--- config.mk ---
export PLATFORM = sky130hd
export DESIGN_NAME = hazard_unit_param
export DESIGN_NICKNAME = d
export VERILOG_FILES = /design/src/rtl/riscv_pkg.sv /design/src/rtl/fwd_select.sv /design/src/rtl/hazard_unit_param.sv
export SDC_FILE = /design/constraint.sdc
export NUM_CORES = 1
export LEC_CHECK = 0
export BUFFER_PORTS_ARGS = -buffer_cell sky130_fd_sc_hd__buf_2
export CAP_MARGIN = 0
export CORE_UTILIZATION = 25
export DETAILED_ROUTE_END_ITERATION = 8
export PLACE_DENSITY = 0.56
export SLEW_MARGIN = 20
export SYNTH_ARGS = -nofsm -noshare
export SYNTH_HDL_FRONTEND = slang
export SYNTH_SLANG_ARGS = --single-unit
--- constraint.sdc ---
create_clock -name clk -period 3 [get_ports clk]
set_clock_uncertainty 0.2 [all_clocks]
set_input_delay 0.45 -clock clk [delete_from_list [all_inputs] [get_ports clk]]
set_output_delay 0.45 -clock clk [all_outputs]
set_load 0.005 [all_outputs]
--- src/rtl/riscv_pkg.sv ---
// Shared RV32I pipeline definitions: opcodes, forwarding selects, hazard FSM states
// and operand-usage decode helpers.
package riscv_pkg;

  localparam logic [6:0] OP_LOAD   = 7'b0000011;
  localparam logic [6:0] OP_STORE  = 7'b0100011;
  localparam logic [6:0] OP_BRANCH = 7'b1100011;
  localparam logic [6:0] OP_RTYPE  = 7'b0110011;
  localparam logic [6:0] OP_LUI    = 7'b0110111;
  localparam logic [6:0] OP_AUIPC  = 7'b0010111;
  localparam logic [6:0] OP_JAL    = 7'b1101111;

  typedef enum logic [1:0] {
    FWD_RF  = 2'b00,
    FWD_WB  = 2'b01,
    FWD_MEM = 2'b10
  } fwd_sel_e;

  typedef enum logic {
    RUN   = 1'b0,
    STALL = 1'b1
  } hz_state_e;

  function automatic logic uses_rs1(input logic [6:0] op);
    return !(op == OP_LUI || op == OP_AUIPC || op == OP_JAL);
  endfunction

  function automatic logic uses_rs2(input logic [6:0] op);
    return (op == OP_RTYPE || op == OP_STORE || op == OP_BRANCH);
  endfunction

endpackage

--- src/rtl/fwd_select.sv ---
// EX-stage operand forwarding select for one source register.
// The younger EX/MEM result takes precedence over MEM/WB.
module fwd_select
  import riscv_pkg::*;
#(
  parameter int REG_AW = 5
) (
  input  logic [REG_AW-1:0] rs,
  input  logic [REG_AW-1:0] mem_rd,
  input  logic [REG_AW-1:0] wb_rd,
  input  logic              mem_reg_write,
  input  logic              wb_reg_write,
  output fwd_sel_e          sel
);

  always_comb begin
    sel = FWD_RF;
    if (mem_reg_write && (mem_rd != '0) && (mem_rd == rs)) begin
      sel = FWD_MEM;
    end else if (wb_reg_write && (wb_rd != '0) && (wb_rd == rs)) begin
      sel = FWD_WB;
    end
  end

endmodule

--- src/rtl/hazard_unit_param.sv ---
// Hazard/forwarding controller for the 5-stage RV32I pipeline: load-use stalls of
// configurable length, dmem freeze, branch flush, EX forwarding and a stall counter.
//
// state | meaning
// RUN   | normal flow; load-use detected here costs one bubble immediately
// STALL | extra load-use bubbles remaining (stall_cnt), load-use not re-checked
module hazard_unit_param
  import riscv_pkg::*;
#(
  parameter int REG_AW          = 5,
  parameter int LOAD_USE_STALLS = 1,
  parameter int FWD_STORE_DATA  = 1,
  parameter int CNT_W           = 32
) (
  input  logic              clk,
  input  logic              rst,
  input  logic [6:0]        id_opcode,
  input  logic [REG_AW-1:0] id_rs1,
  input  logic [REG_AW-1:0] id_rs2,
  input  logic [6:0]        ex_opcode,
  input  logic [REG_AW-1:0] ex_rd,
  input  logic [REG_AW-1:0] ex_rs1,
  input  logic [REG_AW-1:0] ex_rs2,
  input  logic [REG_AW-1:0] mem_rd,
  input  logic [REG_AW-1:0] wb_rd,
  input  logic              mem_reg_write,
  input  logic              wb_reg_write,
  input  logic              ex_branch_taken,
  input  logic              dmem_busy,
  output logic              pc_write,
  output logic              if_id_write,
  output logic              id_ex_bubble,
  output logic              if_id_flush,
  output logic [1:0]        fwd_a,
  output logic [1:0]        fwd_b,
  output logic [CNT_W-1:0]  stall_cycles
);

  localparam int CW = $clog2(LOAD_USE_STALLS + 1);
  localparam logic [CW-1:0] CNT_INIT = CW'(LOAD_USE_STALLS - 1);
  localparam logic [CW-1:0] CNT_ONE  = CW'(1);

  if (LOAD_USE_STALLS < 1 || LOAD_USE_STALLS > 7) begin : g_bad_stalls
    $fatal(1, "hazard_unit_param: LOAD_USE_STALLS must be within 1..7");
  end

  hz_state_e     state, state_nxt;
  logic [CW-1:0] stall_cnt, stall_cnt_nxt;
  logic          load_use;
  fwd_sel_e      sel_a, sel_b;

  // A store whose data (rs2) comes from the load is covered by the MEM->MEM forward,
  // unless the load also feeds the store's address (rs1).
  always_comb begin
    load_use = 1'b0;
    if (ex_opcode == OP_LOAD && ex_rd != '0) begin
      if (uses_rs1(id_opcode) && ex_rd == id_rs1) begin
        load_use = 1'b1;
      end else if (uses_rs2(id_opcode) && ex_rd == id_rs2 &&
                   !((FWD_STORE_DATA != 0) && id_opcode == OP_STORE && ex_rd != id_rs1)) begin
        load_use = 1'b1;
      end
    end
  end

  always_ff @(posedge clk) begin
    if (rst) begin
      state     <= RUN;
      stall_cnt <= '0;
    end else begin
      state     <= state_nxt;
      stall_cnt <= stall_cnt_nxt;
    end
  end

  always_comb begin
    state_nxt     = state;
    stall_cnt_nxt = stall_cnt;
    if (dmem_busy) begin
      state_nxt     = state;
    end else if (ex_branch_taken) begin
      state_nxt     = RUN;
    end else if (state == STALL) begin
      stall_cnt_nxt = stall_cnt - CNT_ONE;
      if (stall_cnt == CNT_ONE) state_nxt = RUN;
    end else if (load_use && LOAD_USE_STALLS > 1) begin
      state_nxt     = STALL;
      stall_cnt_nxt = CNT_INIT;
    end
  end

  always_comb begin
    pc_write     = 1'b1;
    if_id_write  = 1'b1;
    id_ex_bubble = 1'b0;
    if_id_flush  = 1'b0;
    if (rst) begin
      pc_write     = 1'b0;
      if_id_write  = 1'b0;
      id_ex_bubble = 1'b1;
      if_id_flush  = 1'b1;
    end else if (dmem_busy) begin
      pc_write     = 1'b0;
      if_id_write  = 1'b0;
    end else if (ex_branch_taken) begin
      id_ex_bubble = 1'b1;
      if_id_flush  = 1'b1;
    end else if (state == STALL || load_use) begin
      pc_write     = 1'b0;
      if_id_write  = 1'b0;
      id_ex_bubble = 1'b1;
    end
  end

  fwd_select #(.REG_AW(REG_AW)) u_fwd_a (
    .rs            (ex_rs1),
    .mem_rd        (mem_rd),
    .wb_rd         (wb_rd),
    .mem_reg_write (mem_reg_write),
    .wb_reg_write  (wb_reg_write),
    .sel           (sel_a)
  );

  fwd_select #(.REG_AW(REG_AW)) u_fwd_b (
    .rs            (ex_rs2),
    .mem_rd        (mem_rd),
    .wb_rd         (wb_rd),
    .mem_reg_write (mem_reg_write),
    .wb_reg_write  (wb_reg_write),
    .sel           (sel_b)
  );

  assign fwd_a = rst ? 2'b00 : sel_a;
  assign fwd_b = rst ? 2'b00 : sel_b;

  always_ff @(posedge clk) begin
    if (rst) begin
      stall_cycles <= '0;
    end else if (!pc_write) begin
      stall_cycles <= stall_cycles + CNT_W'(1);
    end
  end

endmodule

==> summary.md <==
| Metric | Value |
|---|---|
| Ant diodes | 0 |
| Post-Synth Adder-Cell Area | 0.00514 |
| Synth Flop Type | dfxtp_1 |
| Clk sinks | 34 |
| Multi-input logic area | 1680 um2 |
| I/O Pins | 95 |
| Routability congestion estimate | 0.783 |
| Initial DRC count | 90 |
| Critical Path AT | 2070 ps |
| Compound-gate portion of the synthesized area | 0.127 |
| CP Launch Point | ex_rd[1] |
| Kind of critical path | in2out |
| Largest family of logic cells by synthesized area | simple AND/OR/NAND/NOR gates |
| Vias in the first global route | 2266 |
| FF+latch area | 681 um2 |
| Initial Utilization | 0.261 |
| DPL Wire Length | 4.82 mm |
| Num CTS Buffers | 5 |
| Slew Viols, Final | 0 |
| Syn. warnings | 0 |
| Die area | 10100 um2 |
| Synth Instances | 306 |
| Row Count | 35 |
| PwrDens | 321 nW/um2 |
| Placed inst area | 3050 um2 |
| Fmax | 368 MHz |
| Routed WL | 6.34 mm |
| Residual DRC | 0 |
| Rel. slew slack | 0.575 |
| Largest net degree at the start of global routing | 68 |
| # setup viols final | 0 |
| Type of the worst min-delay path | in2reg |
| EDFF count, synth | 0 |
| Synth Area per Inst | 7.96 um2 |
| TritonCTS clock tree | built |
| Die Width | 101 um |
| HP Start | dmem_busy |
| Root Driver | clkbuf_8 |
| Dpl ws | 219 ps |
| Setup TNS | 0 ps |
| Final Instance Area | 3160 um2 |
| Final Critical Period | 2720 ps |
| Nets | 454 |
| H-Tree Depth | 2 |
| RSZ-0062 raised after global routing | no |
| Status | finished, final reports clean |
| CTS clk-pin slew, worst paths | 70 ps |
| Skew-Pair Late Insertion Delay | 290 ps |
| Final hold vios | 0 |
| Initial antenna violation count | 0 |
| DR pass1 iterations | 4 |
| Worst Tran Pin Value | 637 ps |
| Die Y-Extent | 101 um |
| Area of the core | 9330 um2 |
| Synth cell types | 41 |
| Peak VDD IR | 0.146 mV |
| Port Buffers | 94 |
| Net count after synthesis | 362 |
| Seq/Total Area, Yosys | 0.279 |
| Detail-routed via count per cell | 4.61 |
| XOR/XNOR Fraction of Synth Area | 0.111 |
| Worst-case clock buffer depth | 2 |
| Placed insts | 520 |
| # resized after CTS | 0 |
| Routed length per instance | 12.0 um |
| Leakage power | 1.38 nW |
| CP Max Fanout | 5 |
| Mapped Area | 2440 um2 |
| Post-synthesis sequential element count | 34 |
| GRT Total Usage | 0.125 |
| Simple-gate share of the synthesized area | 0.315 |
| Ratio of cells with drive above 1 in the final layout | 0.323 |
| Minimum setup slack in the final design | 283 ps |
| Reg2Reg Launch Point | stall_cycles[4] |
| Period utilization | 0.906 |
| Fin cells | 528 |
| Area delta synth->final | 29.7% |
| CP Capture Type | output pin |
| Fillers | 983 |
| Setup crit start kind | input pin |
| Setup bufs post-CTS | 0 |
| Total grt overflow | 0 |
| Via count | 2434 |
| Post-CTS Hold Buffers | 0 |
| Post-synth ARST share | 0 |
| First-pass GRT wire length | 10.0 mm |
| CP required | 2350 ps |
| Mux cell area share after synthesis | 0.129 |
| Routed Antenna Nets | 0 |
| Number of max-cap violations | 0 |
registers in the layout, indices dropped and copies added, names as in the netlist:
name and count:
stall_cycles 32, state 1, stall_cnt 1
worst max-delay path, cell delays in order:
cell	delay [ps]
buf_2	130
xor2_1	200
nor3_2	90
a2111oi_2	570
a2111oi_2	110
buf_4	180
nor3_1	180
buf_2	160
metrics by stage:
stage / util / hold slack, ps / power (mW)
final: 0.339 / 278 / 1.01
after global routing: 0.339 / 266 / 1.07
after CTS: 0.339 / 270 / 1.03
after detailed placement: 0.327 / 294 / 0.624
after global placement: 0.327 / 290 / 0.620
after floorplan: - / 275 / 0.550
path summary, 6_finish.rpt:
check,depth (start not counted),slack [ps],end
setup reg to reg,6,340,stall_cycles[28]
hold reg to reg,2,300,stall_cycles[1]
hold / removal,3,280,state
setup / recovery,8,280,pc_write
power breakdown:
part	switching, mW	internal [mW]
Sequential	0.00531	0.456
Combinational	0.0805	0.0708
Clock	0.170	0.232
cells by family after synthesis:
family,after synthesis
buffers and inverters,19
xor gates and xnor gates,31
muxes,28
DFF,34
and+or+nand+nor,145
adders and majority gates,1
AOI/OAI and AO/OA,48
cells in the mapped netlist (4+ instances only):
cell type | number | area [um2]
nor2_1 | 39 | 146
a21oi_1 | 26 | 130
inv_1 | 4 | 15.0
clkbuf_1 | 10 | 37.5
xnor2_1 | 17 | 149
dfxtp_1 | 34 | 681
nor4_1 | 4 | 25.0
nor2b_1 | 31 | 194
nand3_1 | 20 | 100
o21ai_0 | 7 | 35.0
xor2_1 | 14 | 123
nand2_1 | 14 | 52.6
mux2_2 | 15 | 169
nand4_1 | 8 | 50.1
nor3_1 | 9 | 45.0
mux2_1 | 13 | 146
layer usage:
layer / track usage / up-vias / part of all wire
met4: 0.0390 / 0 / 0.0087
li1: - / 1260 / -
met1: 0.152 / 1110 / 0.46
met2: 0.213 / 60 / 0.47
met5: 0 / - / 0
met3: 0.0333 / 4 / 0.058
cell type report:
| cell class | count | area share |
|---|---|---|
| clock buffer | 8 | 0.0349 |
| inverter | 4 | 0.00475 |
| multi-input combinational | 253 | 0.531 |
| sequential | 34 | 0.215 |
| tap | 129 | 0.0511 |
| timing repair buffer | 100 | 0.163 |
cells in the final DEF, fill, tap and decap left out, types with 2 or more instances in the layout:
cell,n
xor2_1,14
buf_4,6
nor4_1,4
nand2_1,14
and2_1,2
dfxtp_1,34
a2111o_1,3
clkbuf_8,8
nand2b_1,3
a21o_1,2
inv_1,4
buf_2,94
mux2_1,13
and3_1,2
nor3_1,9
nor2b_1,31
a21boi_0,3
a21oi_1,26
and4_1,3
or4_1,3
nand3_1,20
xnor2_1,17
nand4_1,8
a2111oi_2,2
nor2_1,39
mux2_2,15
o21ai_0,7
No activity file was read; power rests on OpenSTA's default activity.
